==> config.mk <==
export PLATFORM = sky130hd
export DESIGN_NAME = pulse_train_gen
export DESIGN_NICKNAME = d
export VERILOG_FILES = /design/src/rtl/pulse_train_gen.sv
export SDC_FILE = /design/constraint.sdc
export NUM_CORES = 1
export LEC_CHECK = 0
export ABC_AREA = 0
export CORE_MARGIN = 1
export CORE_UTILIZATION = 50
export CTS_CLUSTER_DIAMETER = 60
export DETAILED_ROUTE_END_ITERATION = 10
export PLACE_DENSITY = 0.74
export REMOVE_ABC_BUFFERS = 1
export SLEW_MARGIN = 10
export SYNTH_ARGS = -nofsm -noshare
export SYNTH_HDL_FRONTEND = slang
export SYNTH_SLANG_ARGS = --single-unit
==> constraint.sdc <==
create_clock -name clock -period 3.35 [get_ports clock]
set_input_delay 0.335 -clock clock [delete_from_list [all_inputs] [get_ports clock]]
set_output_delay 0.335 -clock clock [all_outputs]
set_load 0.05 [all_outputs]
==> src/rtl/pulse_train_gen.sv <==
// pulse_train_gen: programmable pulse-train / edge generator.
// After an accepted start, drives `signal` through N high/low pulses of
// configurable phase lengths, with a one-cycle strobe on each edge it creates
// and a one-cycle `done` at the end of the train.
// Optional feature macro: PULSE_TRAIN_ABORT_EN. When defined, `abort` cancels a
// train in progress. When undefined, `abort` is ignored.
module pulse_train_gen #(
  parameter int CNT_WIDTH = 16,
  parameter int NUM_WIDTH = 8
) (
  input  logic                 clock,
  input  logic                 reset,
  input  logic                 start,
  input  logic [CNT_WIDTH-1:0] high_cycles,
  input  logic [CNT_WIDTH-1:0] low_cycles,
  input  logic [NUM_WIDTH-1:0] pulse_count,
  input  logic                 abort,
  output logic                 ready,
  output logic                 signal,
  output logic                 rise_strobe,
  output logic                 fall_strobe,
  output logic                 done
);

  localparam logic [CNT_WIDTH-1:0] CNT_ZERO = {CNT_WIDTH{1'b0}};
  localparam logic [CNT_WIDTH-1:0] CNT_ONE  = {{(CNT_WIDTH-1){1'b0}}, 1'b1};
  localparam logic [NUM_WIDTH-1:0] NUM_ZERO = {NUM_WIDTH{1'b0}};
  localparam logic [NUM_WIDTH-1:0] NUM_ONE  = {{(NUM_WIDTH-1){1'b0}}, 1'b1};

  typedef enum logic [1:0] {
    ST_IDLE = 2'd0,
    ST_HIGH = 2'd1,
    ST_LOW  = 2'd2,
    ST_DONE = 2'd3
  } state_t;

  // A zero-length phase is stretched to one cycle so a phase never vanishes.
  function automatic logic [CNT_WIDTH-1:0] clamp_len(input logic [CNT_WIDTH-1:0] len);
    return (len == CNT_ZERO) ? CNT_ONE : len;
  endfunction

  state_t                state_r, state_s;
  logic [CNT_WIDTH-1:0]  phase_cnt_r, phase_cnt_s;
  logic [NUM_WIDTH-1:0]  pulse_cnt_r, pulse_cnt_s;
  logic [CNT_WIDTH-1:0]  high_len_r, high_len_s;
  logic [CNT_WIDTH-1:0]  low_len_r, low_len_s;
  logic                  signal_r;
  logic                  rise_r;
  logic                  fall_r;
  logic                  done_r;
  logic                  ready_r;
  logic                  abort_s;

`ifdef PULSE_TRAIN_ABORT_EN
  assign abort_s = abort;
`else
  logic unused_abort_s;
  assign abort_s        = 1'b0;
  assign unused_abort_s = abort;
`endif

  // Next-state, counter and config-latch logic for the pulse sequencer.
  always_comb begin
    state_s     = state_r;
    phase_cnt_s = phase_cnt_r;
    pulse_cnt_s = pulse_cnt_r;
    high_len_s  = high_len_r;
    low_len_s   = low_len_r;
    case (state_r)
      ST_IDLE: begin
        if (start) begin
          high_len_s  = clamp_len(high_cycles);
          low_len_s   = clamp_len(low_cycles);
          pulse_cnt_s = pulse_count;
          if (pulse_count == NUM_ZERO) begin
            state_s = ST_DONE;
          end else begin
            state_s     = ST_HIGH;
            // Counter holds cycles remaining after the current one.
            phase_cnt_s = clamp_len(high_cycles) - CNT_ONE;
          end
        end else begin
          state_s = ST_IDLE;
        end
      end
      ST_HIGH: begin
        if (abort_s) begin
          state_s     = ST_IDLE;
          phase_cnt_s = CNT_ZERO;
          pulse_cnt_s = NUM_ZERO;
        end else if (phase_cnt_r == CNT_ZERO) begin
          state_s     = ST_LOW;
          phase_cnt_s = low_len_r - CNT_ONE;
        end else begin
          phase_cnt_s = phase_cnt_r - CNT_ONE;
        end
      end
      ST_LOW: begin
        if (abort_s) begin
          state_s     = ST_IDLE;
          phase_cnt_s = CNT_ZERO;
          pulse_cnt_s = NUM_ZERO;
        end else if (phase_cnt_r == CNT_ZERO) begin
          // Pulse counter saturates at zero rather than wrapping.
          if (pulse_cnt_r != NUM_ZERO) begin
            pulse_cnt_s = pulse_cnt_r - NUM_ONE;
          end else begin
            pulse_cnt_s = NUM_ZERO;
          end
          if (pulse_cnt_r <= NUM_ONE) begin
            state_s = ST_DONE;
          end else begin
            state_s     = ST_HIGH;
            phase_cnt_s = high_len_r - CNT_ONE;
          end
        end else begin
          phase_cnt_s = phase_cnt_r - CNT_ONE;
        end
      end
      ST_DONE: begin
        state_s = ST_IDLE;
      end
      default: begin
        state_s     = ST_IDLE;
        phase_cnt_s = CNT_ZERO;
        pulse_cnt_s = NUM_ZERO;
      end
    endcase
  end

  // State/counter registers plus outputs registered from the next state so
  // that strobes line up exactly with the signal transition cycle.
  always_ff @(posedge clock) begin
    if (reset) begin
      state_r     <= ST_IDLE;
      phase_cnt_r <= CNT_ZERO;
      pulse_cnt_r <= NUM_ZERO;
      high_len_r  <= CNT_ZERO;
      low_len_r   <= CNT_ZERO;
      signal_r    <= 1'b0;
      rise_r      <= 1'b0;
      fall_r      <= 1'b0;
      done_r      <= 1'b0;
      ready_r     <= 1'b1;
    end else begin
      state_r     <= state_s;
      phase_cnt_r <= phase_cnt_s;
      pulse_cnt_r <= pulse_cnt_s;
      high_len_r  <= high_len_s;
      low_len_r   <= low_len_s;
      signal_r    <= (state_s == ST_HIGH);
      rise_r      <= (state_s == ST_HIGH) && !signal_r;
      fall_r      <= (state_s != ST_HIGH) && signal_r;
      done_r      <= (state_s == ST_DONE);
      ready_r     <= (state_s == ST_IDLE);
    end
  end

  assign ready       = ready_r;
  assign signal      = signal_r;
  assign rise_strobe = rise_r;
  assign fall_strobe = fall_r;
  assign done        = done_r;

endmodule

==> flow_metrics.env <==
export IMPL_path_class="reg -> reg"
export IMPL_htree_levels=3
export IMPL_max_vdd_ir_drop_mv=0.245
export IMPL_slowest_stage="a221oi_2"
export IMPL_critical_path_max_fanout=16
export IMPL_end_kind="register"
export IMPL_initial_core_util_pct=51.9
export IMPL_slew_viol_final=0
export IMPL_finalSetupViolCount=0
export IMPL_drive_gt1_share_pct=9.42
export IMPL_die_area_mm2=0.00895
export IMPL_drtIter0Drc=426
export IMPL_wl_um=12000
export IMPL_switching_share_pct=34.0
export IMPL_leakagePower_nw=1.91
export IMPL_gp_congestion=0.909
export IMPL_place_detailed_hpwl_um=8750
export IMPL_placed_area_mm2=0.00485
export IMPL_synth_most_common_cell="nand2_1"
export IMPL_clock_latency_ns=0.36
export IMPL_cap_violations=0
export IMPL_port_buffers=47
export IMPL_post_route_drc_count=0
export IMPL_period_share_pct=85.2
export IMPL_grt_pass1_wl_um=19400
export IMPL_ctsResizeCount=0
export IMPL_clk_pin_slew_ns=0.08
export IMPL_ys_seq_area_share_pct=29.4
export IMPL_via_per_inst=6.08
export IMPL_wl_per_cell_um=16.6
export IMPL_die_x_um=94.6
export IMPL_grtUsageTotal_pct=27.9
export IMPL_fin_cells=721
export IMPL_ant_nets=0
export IMPL_syn_area_mm2=0.00429
export IMPL_rsz0062_at_grt="false"
export IMPL_dr_pass1_iters=5
export IMPL_nets=667
export IMPL_grt_pass1_vias=4037
export IMPL_clock_root_buffer="clkbuf_8"
export IMPL_power_density_mw_per_mm2=415
export IMPL_arrival_ns=3.09
export IMPL_ys_ff_latch=63
export IMPL_design_area_mm2=0.00505
export IMPL_yosys_warnings=0
export IMPL_power_frac_clock_pct=32.5
export IMPL_period_minus_slack_ns=2.86
export IMPL_clk_path_buf_depth=2
export IMPL_synth_edf_count=0
export IMPL_tightest_slew_ns=0.999
export IMPL_antenna_found_initial=0
export IMPL_syn_to_final_growth_pct=17.8
export IMPL_gr_usage_met3_pct=4.43
export IMPL_whs_ns=0.404
export IMPL_synthTopCellsByArea="dfxtp_1 (29%), nand2_1 (7.5%), a21oi_1 (6.5%)"
export IMPL_synthTopCellsByCount="nand2_1 (86), dfxtp_1 (63), a21oi_1 (56), nor2_1 (49), xor2_1 (31)"
export IMPL_cts_hold_buf=0
export IMPL_async_flop_share_pct=0
export IMPL_grtUsageMet2_pct=46.5
export IMPL_clock_skew_final_ns=0.00594
export IMPL_power_frac_seq_pct=41.2
export IMPL_synth_top_cell_area_share_pct=29.4
export IMPL_synthDistinctLibCells=74
export IMPL_p_switching_mw=0.713
export IMPL_synthFlopType="dfxtp_1"
export IMPL_status="finished clean"
export IMPL_postCtsSetupBuffers=0
export IMPL_vias=4383
export IMPL_cts_tree="built"
export IMPL_intPower_mw=1.38
export IMPL_max_slew_margin_rel_pct=33.2
export IMPL_power_mw=2.09
export IMPL_row_count=33
export IMPL_hold_viol_final=0
export IMPL_synth_largest_area_cell="dfxtp_1"
export IMPL_die_h_um=94.6
export IMPL_grt_overflow=0
export IMPL_critical_path_max_stage_delay_ns=0.49
export IMPL_fmax_mhz=350
export IMPL_hold_path_class="in -> reg"
export IMPL_grt_use_met1_pct=36.4
export IMPL_grt_start_max_net_pins=39
export IMPL_place_inst=705
export IMPL_required_ns=3.58
export IMPL_start_kind="register"
export IMPL_power_frac_comb_pct=26.3
export IMPL_antennaDiodeCount=0
export IMPL_core_area_mm2=0.00826
export IMPL_numCtsBuffers=9
export IMPL_syn_area_per_cell_um2=7.61
export IMPL_busiest_layer="met2"
export IMPL_crit_chain="inv_1, ha_1, or3b_4, or3_4, or2_1, a221oi_2, nor2_2, nor4b_1"
export IMPL_cts_sinks=63
export IMPL_setup_tns_ns=0
export IMPL_netlist_instances=563
export IMPL_io_pins=49
[cell type report]
type                    instances  area (um^2)
well taps                     105          131
flip-flops and latches         63         1260
fillers                       759         3210
repair buffers                 66          608
inverters                      24         90.1
clock buffers                   9          124
multi-input cells             447         2760
clock inverters                 7         72.6
[path summary, 6_finish.rpt]
| kind | slack, ns | cells past startpoint | endpoint | from |
|---|---|---|---|---|
| worst min-delay path | 0.40 | 2 | state_r[0] | reset |
| worst max-delay path | 0.49 | 8 | rise_strobe | phase_cnt_r[0] |
| worst min register to register | 0.47 | 1 | fall_strobe | signal |
| worst max register to register | 0.49 | 8 | rise_strobe | phase_cnt_r[0] |
[layer usage]
metal / wire, um / share of wire [%] / vias to the layer above
li1: - / - / 2144
met1: 5230 / 44 / 2041
met2: 5740 / 48 / 170
met3: 778 / 6.5 / 28
met4: 232 / 1.9 / 0
met5: 0 / 0 / -
[state kept, by name, indices dropped and copies added (netlist names)]
register and cells:
done 1, phase_cnt_r 16, low_len_r 16, ready 1
rise_strobe 1, pulse_cnt_r 8, fall_strobe 1, high_len_r 16
state_r 2, signal 1
[power groups by stage]
| stage | Combinational [mW] | Clock, mW | Sequential [mW] |
|---|---|---|---|
| final | 0.551 | 0.681 | 0.862 |
| after global routing | 0.604 | 0.708 | 0.871 |
| after CTS | 0.545 | 0.681 | 0.861 |
| after detailed placement | 0.540 | 0 | 0.878 |
| after global placement | 0.531 | 0 | 0.875 |
| after floorplan | 0.348 | 0 | 0.872 |
[layout by cell type (no fill, tap or decap), types with 3 or more instances in the layout]
master and count:
nor2b_1 6, nor4_1 20, buf_4 19, xor2_1 31, nor4b_1 3, inv_1 23, o2111ai_1 3, nor4_2 4
or4_1 8, a21boi_0 5, o31ai_1 8, nand3_1 12, clkbuf_8 9, nor3_1 13, o22ai_1 3, dfxtp_1 63
nor3b_1 3, a311oi_1 5, clkdlybuf4s50_1 46, a211oi_1 10, ha_1 12, a31oi_1 4, o211ai_1 9, xnor2_1 12
nor2_1 49, a21oi_1 56, nand2_1 86, or3_1 4, a22oi_1 4, o21ai_0 26
[critical path: cells and delay by family (launching register included)]
kind                     cells  cell delay, ns
AO/OA/AOI/OAI                1            0.49
AND/OR/NAND/NOR              5            1.61
adder cells (fa/ha/maj)      1            0.19
buffers and inverters        1            0.08
flip-flops                   1            0.37
[through the flow]
step	utilization [%]	setup slack (ns)
floorplan	-	0.753
global placement	58.8	0.269
detailed placement	58.8	0.257
CTS	61.1	0.493
global route	61.1	0.261
finish	61.1	0.494
[kinds of logic after synthesis]
kind of cell | Yosys count | synth area share, %
fa+ha+maj | 12 | 3.50
xor+xnor | 43 | 8.79
compound gates | 161 | 24.8
simple gates | 230 | 27.1
mux | 1 | 0.234
flops | 63 | 29.4
buf+inv | 53 | 6.16
Power figures use the tool's default switching activity.
